### config.mk
export PLATFORM = sky130hd
export DESIGN_NAME = trng_byte_collector
export DESIGN_NICKNAME = d
export VERILOG_FILES = /design/src/rtl/trng_pkg.sv /design/src/rtl/trng_sync.sv /design/src/rtl/trng_byte_collector.sv
export SDC_FILE = /design/constraint.sdc
export NUM_CORES = 1
export LEC_CHECK = 0
export ABC_AREA = 1
export CAP_MARGIN = 10
export CORE_MARGIN = 4
export CORE_UTILIZATION = 55
export DETAILED_ROUTE_END_ITERATION = 10
export GPL_TIMING_DRIVEN = 0
export PLACE_DENSITY = 0.81
export SKIP_LAST_GASP = 1
export SLEW_MARGIN = 5
export SYNTH_ARGS = -nofsm -noshare
export SYNTH_HDL_FRONTEND = slang
export SYNTH_SLANG_ARGS = --single-unit
### constraint.sdc
create_clock -name clk -period 4.55 [get_ports clk]
set_input_delay 0.455 -clock clk [delete_from_list [all_inputs] [get_ports clk]]
set_output_delay 0.455 -clock clk [all_outputs]
set_load 0.005 [all_outputs]
### src/rtl/trng_pkg.sv
// trng_pkg: shared defaults and pair-FSM state type for the TRNG byte collector
package trng_pkg;

    localparam int DEF_WIDTH       = 8;
    localparam int DEF_SYNC_STAGES = 2;

    typedef enum logic {EMPTY, HALF} vn_state_t;

endpackage

### src/rtl/trng_sync.sv
// trng_sync: flop chain bringing an asynchronous bit into the clk domain
//   clk    in   system clock
//   rst_n  in   asynchronous active-low reset
//   d_i    in   asynchronous input bit
//   q_o    out  synchronised bit, STAGES clocks behind d_i
module trng_sync
    import trng_pkg::*;
#(
    parameter int STAGES = DEF_SYNC_STAGES
) (
    input  logic clk,
    input  logic rst_n,
    input  logic d_i,
    output logic q_o
);

    logic [STAGES-1:0] sync_q;

    always_ff @(posedge clk or negedge rst_n) begin
        if (!rst_n) sync_q <= '0;
        else        sync_q <= {sync_q[STAGES-2:0], d_i};
    end

    assign q_o = sync_q[STAGES-1];

endmodule

### src/rtl/trng_byte_collector.sv
// trng_byte_collector: samples the ring-oscillator bit, optionally von Neumann debiases it,
// packs accepted bits MSB-first into WIDTH-bit words and offers them on a valid/ready stream.
//   clk          in   system clock
//   rst_n        in   asynchronous active-low reset
//   ena          in   collector enable; low freezes sampling
//   raw_bit      in   asynchronous entropy bit
//   vn_en        in   1 = von Neumann debias, 0 = pass samples through
//   data         out  packed random word
//   valid        out  data holds an unconsumed word
//   ready        in   consumer accepts data when valid && ready
//   health_fail  out  sticky repetition-count failure
// Build option: define TRNG_HEALTH_EN to include the repetition-count health test;
// otherwise health_fail is tied low and RCT_CUTOFF is unused.
module trng_byte_collector
    import trng_pkg::*;
#(
    parameter int WIDTH       = DEF_WIDTH,
    parameter int SYNC_STAGES = DEF_SYNC_STAGES,
    parameter int SAMPLE_DIV  = 4,
    parameter int RCT_CUTOFF  = 32
) (
    input  logic             clk,
    input  logic             rst_n,
    input  logic             ena,
    input  logic             raw_bit,
    input  logic             vn_en,
    output logic [WIDTH-1:0] data,
    output logic             valid,
    input  logic             ready,
    output logic             health_fail
);

    localparam int CW = (SAMPLE_DIV > 1) ? $clog2(SAMPLE_DIV) : 1;
    localparam int BW = $clog2(WIDTH);

    logic             samp;
    logic [CW-1:0]    cnt_q, cnt_d;
    vn_state_t        vn_q, vn_d;
    logic             first_q, first_d;
    logic [WIDTH-2:0] shreg_q, shreg_d;
    logic [BW-1:0]    bcnt_q, bcnt_d;
    logic [WIDTH-1:0] data_q, data_d, word;
    logic             valid_q, valid_d;
    logic             tick, acc, abit, at_last, take, load, fail_now;

    trng_sync #(.STAGES(SYNC_STAGES)) u_sync (
        .clk   (clk),
        .rst_n (rst_n),
        .d_i   (raw_bit),
        .q_o   (samp)
    );

    always_comb begin
        tick    = ena && (cnt_q == CW'(SAMPLE_DIV - 1));
        cnt_d   = !ena ? cnt_q : (tick ? '0 : cnt_q + CW'(1));
        acc     = 1'b0;
        abit    = samp;
        vn_d    = vn_q;
        first_d = first_q;
        // vn_en low parks the pair FSM in EMPTY, so toggling vn_en always restarts pairing
        if (!vn_en) begin
            vn_d = EMPTY;
            acc  = tick;
        end else if (tick) begin
            if (vn_q == EMPTY) begin
                vn_d    = HALF;
                first_d = samp;
            end else begin
                vn_d = EMPTY;
                acc  = first_q != samp;
                abit = first_q;
            end
        end
        at_last = bcnt_q == BW'(WIDTH - 1);
        // the completing bit is dropped while the previous word is still unconsumed
        take    = acc && !fail_now && !(at_last && valid_q && !ready);
        load    = take && at_last;
        word    = {shreg_q, abit};
        shreg_d = fail_now ? '0 : (take ? word[WIDTH-2:0] : shreg_q);
        bcnt_d  = (fail_now || load) ? '0 : (take ? bcnt_q + BW'(1) : bcnt_q);
        data_d  = load ? word : data_q;
        valid_d = load || (valid_q && !ready);
    end

    always_ff @(posedge clk or negedge rst_n) begin
        if (!rst_n) begin
            cnt_q   <= '0;
            vn_q    <= EMPTY;
            first_q <= 1'b0;
            shreg_q <= '0;
            bcnt_q  <= '0;
            data_q  <= '0;
            valid_q <= 1'b0;
        end else begin
            cnt_q   <= cnt_d;
            vn_q    <= vn_d;
            first_q <= first_d;
            shreg_q <= shreg_d;
            bcnt_q  <= bcnt_d;
            data_q  <= data_d;
            valid_q <= valid_d;
        end
    end

    assign data  = data_q;
    assign valid = valid_q;

`ifdef TRNG_HEALTH_EN
    localparam int RW = $clog2(RCT_CUTOFF + 1);

    logic [RW-1:0] rct_q, rct_d;
    logic          last_q, fail_q;

    // run length of identical raw samples; zero means no sample seen yet
    always_comb begin
        rct_d = rct_q;
        if (tick)
            rct_d = (rct_q == '0 || samp != last_q) ? RW'(1) :
                    (rct_q == RW'(RCT_CUTOFF)) ? rct_q : rct_q + RW'(1);
    end

    // failure acts on the same edge the cutoff is reached, so that sample cannot complete a word
    assign fail_now = fail_q || (rct_d == RW'(RCT_CUTOFF));

    always_ff @(posedge clk or negedge rst_n) begin
        if (!rst_n) begin
            rct_q  <= '0;
            last_q <= 1'b0;
            fail_q <= 1'b0;
        end else begin
            rct_q  <= rct_d;
            last_q <= tick ? samp : last_q;
            fail_q <= fail_now;
        end
    end

    assign health_fail = fail_q;
`else
    logic unused_rct_cutoff;
    assign unused_rct_cutoff = ^RCT_CUTOFF;
    assign fail_now          = 1'b0;
    assign health_fail       = 1'b0;
`endif

endmodule

==> run metrics, run 1 <==
outcome=finished clean; clock latency at the later pin of the worst-skew pair=0.30 ns; layout cells sized above 1=10.1%; Worst Reg-to-Reg Cells=9; CP max-delay cell=clkdlybuf4s50_1; post-route minimum period=1.68 ns; Final Net Count=149; clock skew=0.00594 ns; Sequential Power Share=58.9%; Crit Path Category=reg -> out; Final Hold Slack=0.367 ns; largest net degree at the start of global routing=26; Reg clk slew, reported paths=0.12 ns; io pins=16; Max Buffers Root-to-Sink=2; Slew @ Worst Pin=1.06 ns; max_slew headroom=28.9%; clock power share=18.0%; wire per inst=11.8 µm; Post-Syn Area=1110 µm²; number of synthesized flops with an enable pin=0; area leader, netlist=dfrtp_1; RSZ-0062 raised after global routing=false; hold endpoint=u_sync.sync_q[1]; Primary FF master, synth=dfrtp_1; vias in the first global route=803; CTS tree=built; Mapped Nets=130; drt pass-1 iters=4; initial drt markers=25; initial antenna violation count=0; clock root buffer master=clkbuf_4; clock buffer count from CTS=3; crit-path cells=clkdlybuf4s50_1; switch share=31.7%; num rows=15; hold_sp=u_sync.sync_q[0]; internal power=352 µW; Post-Synth Adder-Cell Area=3.39%; Worst VDD drop=0.248 mV; H-Tree Depth=1; most common cell in the synthesized netlist=nand2_1; residual overflow from global routing=0; fmax=0.596 GHz; asr flop ratio synth=100%; Die H=52.9 µm; top post-synthesis cells by count=nand2_1 (45), dfrtp_1 (25), nand3_1 (11), nand4_1 (9), inv_1 (7); period utilisation layout=36.9%; Arrival @ worst endpoint=1.22 ns; syn avg cell area=9.15 µm²; first-pass GRT wire length=3.56 mm; crit-path max cell delay=0.52 ns; max cap viols=0; Area after DPL=1280 µm²; WP buf/inv=1; FF-to-FF setup slack=2.96 ns; die area=2800 µm²; Synth Area in Compound Gates=2.71%; WL final=1.94 mm; Pwr Density=395 nW/µm²; Yosys warnings=0; n_diodes=0; GPL Wtd Cong=0.747; DR vias/cell=5.10; post-cts resize count=0; Data required, critical path=4.09 ns; post-route cell area=1310 µm²; Fin Setup TNS=0 ns; Initial Util=60.8%; final setup vio count=0; Setup WS post-layout=2.87 ns; CP Launch Type=flop; synth unique cells=21; largest delay contributor family on the critical path=buffers and inverters; RR Startpoint=bcnt_q[0]; Die Wd=52.9 µm; Synth Area in XOR/XNOR=0%; WHS Path Cells=0; post-synthesis sequential area ratio=56.5%; CTS Hold Bufs=0; area share of the largest cell type after synthesis=56.5%; P_leak=0.679 nW; max-slew violations=0; post-route ant nets=0; # Post-CTS Setup Buffers=0; mux contribution to synthesized area=1.02%; total chip power=515 µW; Mapped Cells=121; DP HPWL=1.41 mm; GR Util All Layers=17.1%; Hold Violations, Final=0; CP max FO=3; DP Worst Slack=2.69 ns; Core Region=1820 µm²; part of the power in combinational logic=23.0%; critical path capture point type=output port; Residual DRC=0; Vias=836; Synth Register Bits=25; largest family of logic cells by synthesized area=simple AND/OR/NAND/NOR gates; Area growth syn-to-layout=17.9%; hold crit path type=reg -> reg; PortBufs=14; clk sinks=25; switching pwr=163 µW; Post-Synth Simple-Gate Area=29.7%; RR Endpoint=data[7]; main area contributors after synthesis=dfrtp_1 (56%), nand2_1 (15%), nand4_1 (5.1%)
## worst max-delay path by stage
stage	to	slack, ns	start	depth (start not counted)
after global placement	data[0]	2.73	ena	7
after detailed placement	data[7]	2.69	ena	7
after global routing	data[0]	2.81	bcnt_q[0]	9
after floorplan	data[0]	3.11	bcnt_q[0]	9
after CTS	valid	2.87	valid	1
final	valid	2.87	valid	1
## flip-flops by register name, indices dropped and copies added, names as in the netlist
name	flops
vn_q	1
u_sync.sync_q	2
first_q	1
valid	1
shreg_q	7
cnt_q	2
bcnt_q	3
data	8
## stage by stage
step	utilization (%)	std cells
finish	71.7	164
global route	71.7	164
CTS	71.7	164
detailed placement	70.2	160
global placement	70.2	160
floorplan	-	121
## power by group through the flow
| stage | registers [mW] | logic [mW] | clock network, mW |
|---|---|---|---|
| 2_1_floorplan | 0.298 | 0.0896 | 0 |
| 3_3_place_gp | 0.303 | 0.112 | 0 |
| 3_5_place_dp | 0.307 | 0.120 | 0 |
| 4_1_cts | 0.302 | 0.120 | 0.0960 |
| 5_1_grt | 0.309 | 0.142 | 0.103 |
| 6_report | 0.303 | 0.119 | 0.0929 |
## cell usage in the layout (no fill, tap or decap), types with 2 or more instances in the layout
cell type,n
clkbuf_4,3
nor2_1,2
nand4_1,9
nand2_1,45
ha_1,3
nand3_1,11
buf_2,2
inv_1,7
dfrtp_1,25
buf_4,2
o21ai_0,4
clkbuf_1,2
clkdlybuf4s50_1,14
## routing by layer
metal	vias to the layer above	routed length [µm]	global-route usage, %
met3	5	66	3.38
met4	0	19	2.55
met1	387	912	24.7
met2	15	938	27.3
li1	429	-	-
met5	-	0	0
## kinds of logic (layout without fill, tap and decap cells)
kind of cell    Yosys count  after routing
simple gates             71             71
flops                    25             25
buf+inv                  14             32
compound gates            6              6
fa+ha+maj                 3              3
other cells               1              1
mux                       1              1
## final cells by class
type                            count  area [µm²]
Buffer                              6        40.0
Clock buffer                        4        26.3
Fill cell                         151         515
Inverter                            8        30.0
Multi-Input combinational cell     82         412
Sequential cell                    25         626
Tap cell                           25        31.3
Timing Repair Buffer               14         140
(Power assumes the default switching activity.)
==> run 2, diff against run 1 <==
--- a/config.mk
+++ b/config.mk
@@ -8,10 +8,10 @@
 export ABC_AREA = 1
 export CAP_MARGIN = 10
 export CORE_MARGIN = 4
-export CORE_UTILIZATION = 55
+export CORE_UTILIZATION = 52
 export DETAILED_ROUTE_END_ITERATION = 10
 export GPL_TIMING_DRIVEN = 0
-export PLACE_DENSITY = 0.81
+export PLACE_DENSITY = 0.77
 export SKIP_LAST_GASP = 1
 export SLEW_MARGIN = 5
 export SYNTH_ARGS = -nofsm -noshare
==> constraint.sdc (replaced) <==
create_clock -name clk -period 1.7 [get_ports clk]
set_input_delay 0.17 -clock clk [delete_from_list [all_inputs] [get_ports clk]]
set_output_delay 0.17 -clock clk [all_outputs]
set_load 0.005 [all_outputs]
==> run 2 against run 1 <==
  * Sequential power rose to 2.7 times the previous value
  * Utilization down 5.1 points
  * Clock power grew to 2.9 times the previous value
  * Critical endpoint is now data[0]
==> run metrics, run 2 (synthesis gave the netlist of run 1 again) <==
Final Net Count=152; Pwr Density=1070 nW/µm²; GPL Wtd Cong=0.767; Data required, critical path=1.92 ns; max-slew violations=0; residual overflow from global routing=0; most frequent cells in the layout=nand2_1 (45), dfrtp_1 (25), clkdlybuf4s50_1 (14), nand3_1 (11), nand4_1 (9); Area growth syn-to-layout=20.5%; CP max FO=9; initial drt markers=9; GR Util All Layers=16.1%; critical path capture point type=flop; RSZ-0062 raised after global routing=false; WP buf/inv=1; clock root buffer master=clkbuf_4; most common cell after layout, fill and taps aside=nand2_1; max cap viols=0; CP Depth=9; Crit Path Category=reg -> reg; Reg clk slew, reported paths=0.14 ns; H-Tree Depth=1; DR vias/cell=5.15; CTS tree=built; crit-path max cell delay=0.41 ns; CP max-delay cell=dfrtp_1; max_slew headroom=27.0%; initial antenna violation count=0; Die H=54.1 µm; Worst Reg-to-Reg Cells=9; Largest register FFs=8; WHS Path Cells=1; Core Region=2000 µm²; Fin Setup TNS=0 ns; clock latency at the later pin of the worst-skew pair=0.32 ns; Max Buffers Root-to-Sink=2; post-route minimum period=1.58 ns; Residual DRC=0; Hold Violations, Final=0; PortBufs=14; clock buffer count from CTS=3; num rows=16; area of the multi-input gates=412 µm²; period utilisation layout=92.9%; wire per inst=11.4 µm; Slew @ Worst Pin=1.09 ns; Arrival @ worst endpoint=1.80 ns; WL final=1.93 mm; Worst VDD drop=0.603 mV; Top cell by count, worst path=nand2_1; post-route ant nets=0; largest delay contributor family on the critical path=simple AND/OR/NAND/NOR gates; Initial Util=55.3%; io pins=16; crit-path cells=ha_1 -> ha_1 -> nand2_1 -> nor2_1 -> nor2_2 -> buf_6 -> nand3_4 -> nand2_1 -> nand2_1; Sequential Area=626 µm²; hold crit path type=in -> reg; fmax=0.633 GHz; DP HPWL=1.38 mm; fillers=167; vias in the first global route=829; layout cells sized above 1=12.7%; largest net degree at the start of global routing=26; drt pass-1 iters=4; Final Hold Slack=0.281 ns; final setup vio count=0; die area=2930 µm²; n_diodes=0; CP Launch Type=flop; clock skew=0.00928 ns; Vias=870; outcome=finished clean; clk sinks=25; Die Wd=54.1 µm; first-pass GRT wire length=3.39 mm; P_leak=0.694 nW
-- run 2: cell count changes in the layout (fill, tap and decap cells not counted), sizes merged --
cell	delta
buf	+3
clkbuf	-1
clkinvlp	+1
-- run 2: layout make-up --
| type | count | share of cell area (%) |
|---|---|---|
| plain buffers | 6 | 3.00 |
| clock buffers | 3 | 1.69 |
| clock inverters | 1 | 0.563 |
| inverters | 8 | 2.25 |
| multi-input cells | 82 | 30.9 |
| flip-flops and latches | 25 | 46.9 |
| well taps | 27 | 2.53 |
| repair buffers | 17 | 12.2 |
-- run 2: metal layers --
metal / vias up / GRT usage [%] / wire length [µm]
met4: 0 / 8.71 / 34
met3: 4 / 2.49 / 102
met1: 417 / 20.5 / 922
met5: - / 0 / 0
li1: 432 / - / -
met2: 17 / 26.1 / 868
-- run 2: worst paths after layout --
path | start | end | slack, ns
hold reg to reg | u_sync.sync_q[0] | u_sync.sync_q[1] | 0.38
setup reg to reg | bcnt_q[0] | data[0] | 0.12
hold / removal | raw_bit | u_sync.sync_q[0] | 0.28
max in group asynchronous | rst_n | bcnt_q[1] | 0.62
min in group asynchronous | rst_n | data[4] | 0.42
setup / recovery | bcnt_q[0] | data[0] | 0.12
-- run 2: repair_timing --
item,in CTS,in global routing
resized for setup,0,0
endpoints found under the setup margin,0,8
hold buffers,0,0
setup buffers,0,3
-- run 2: metrics by stage --
stage | instance area (µm²) | utilization, % | worst slack, ns | std cells | power [mW]
2_1_floorplan | 1110 | - | 0.264 | 121 | 1.04
3_3_place_gp | 1280 | 64.0 | 0.151 | 162 | 1.11
3_5_place_dp | 1280 | 64.0 | 0.108 | 162 | 1.14
4_1_cts | 1310 | 65.5 | 0.0839 | 166 | 1.40
5_1_grt | 1330 | 66.6 | 0.00295 | 169 | 1.53
6_report | 1330 | 66.6 | 0.120 | 169 | 1.42
-- run 2: power by group --
| part | switching, mW | total (mW) | internal [mW] | leakage, nW |
|---|---|---|---|---|
| Clock | 0.181 | 0.271 | 0.0898 | 0.0139 |
| Sequential | 0.0860 | 0.804 | 0.718 | 0.331 |
| Combinational | 0.192 | 0.347 | 0.156 | 0.348 |
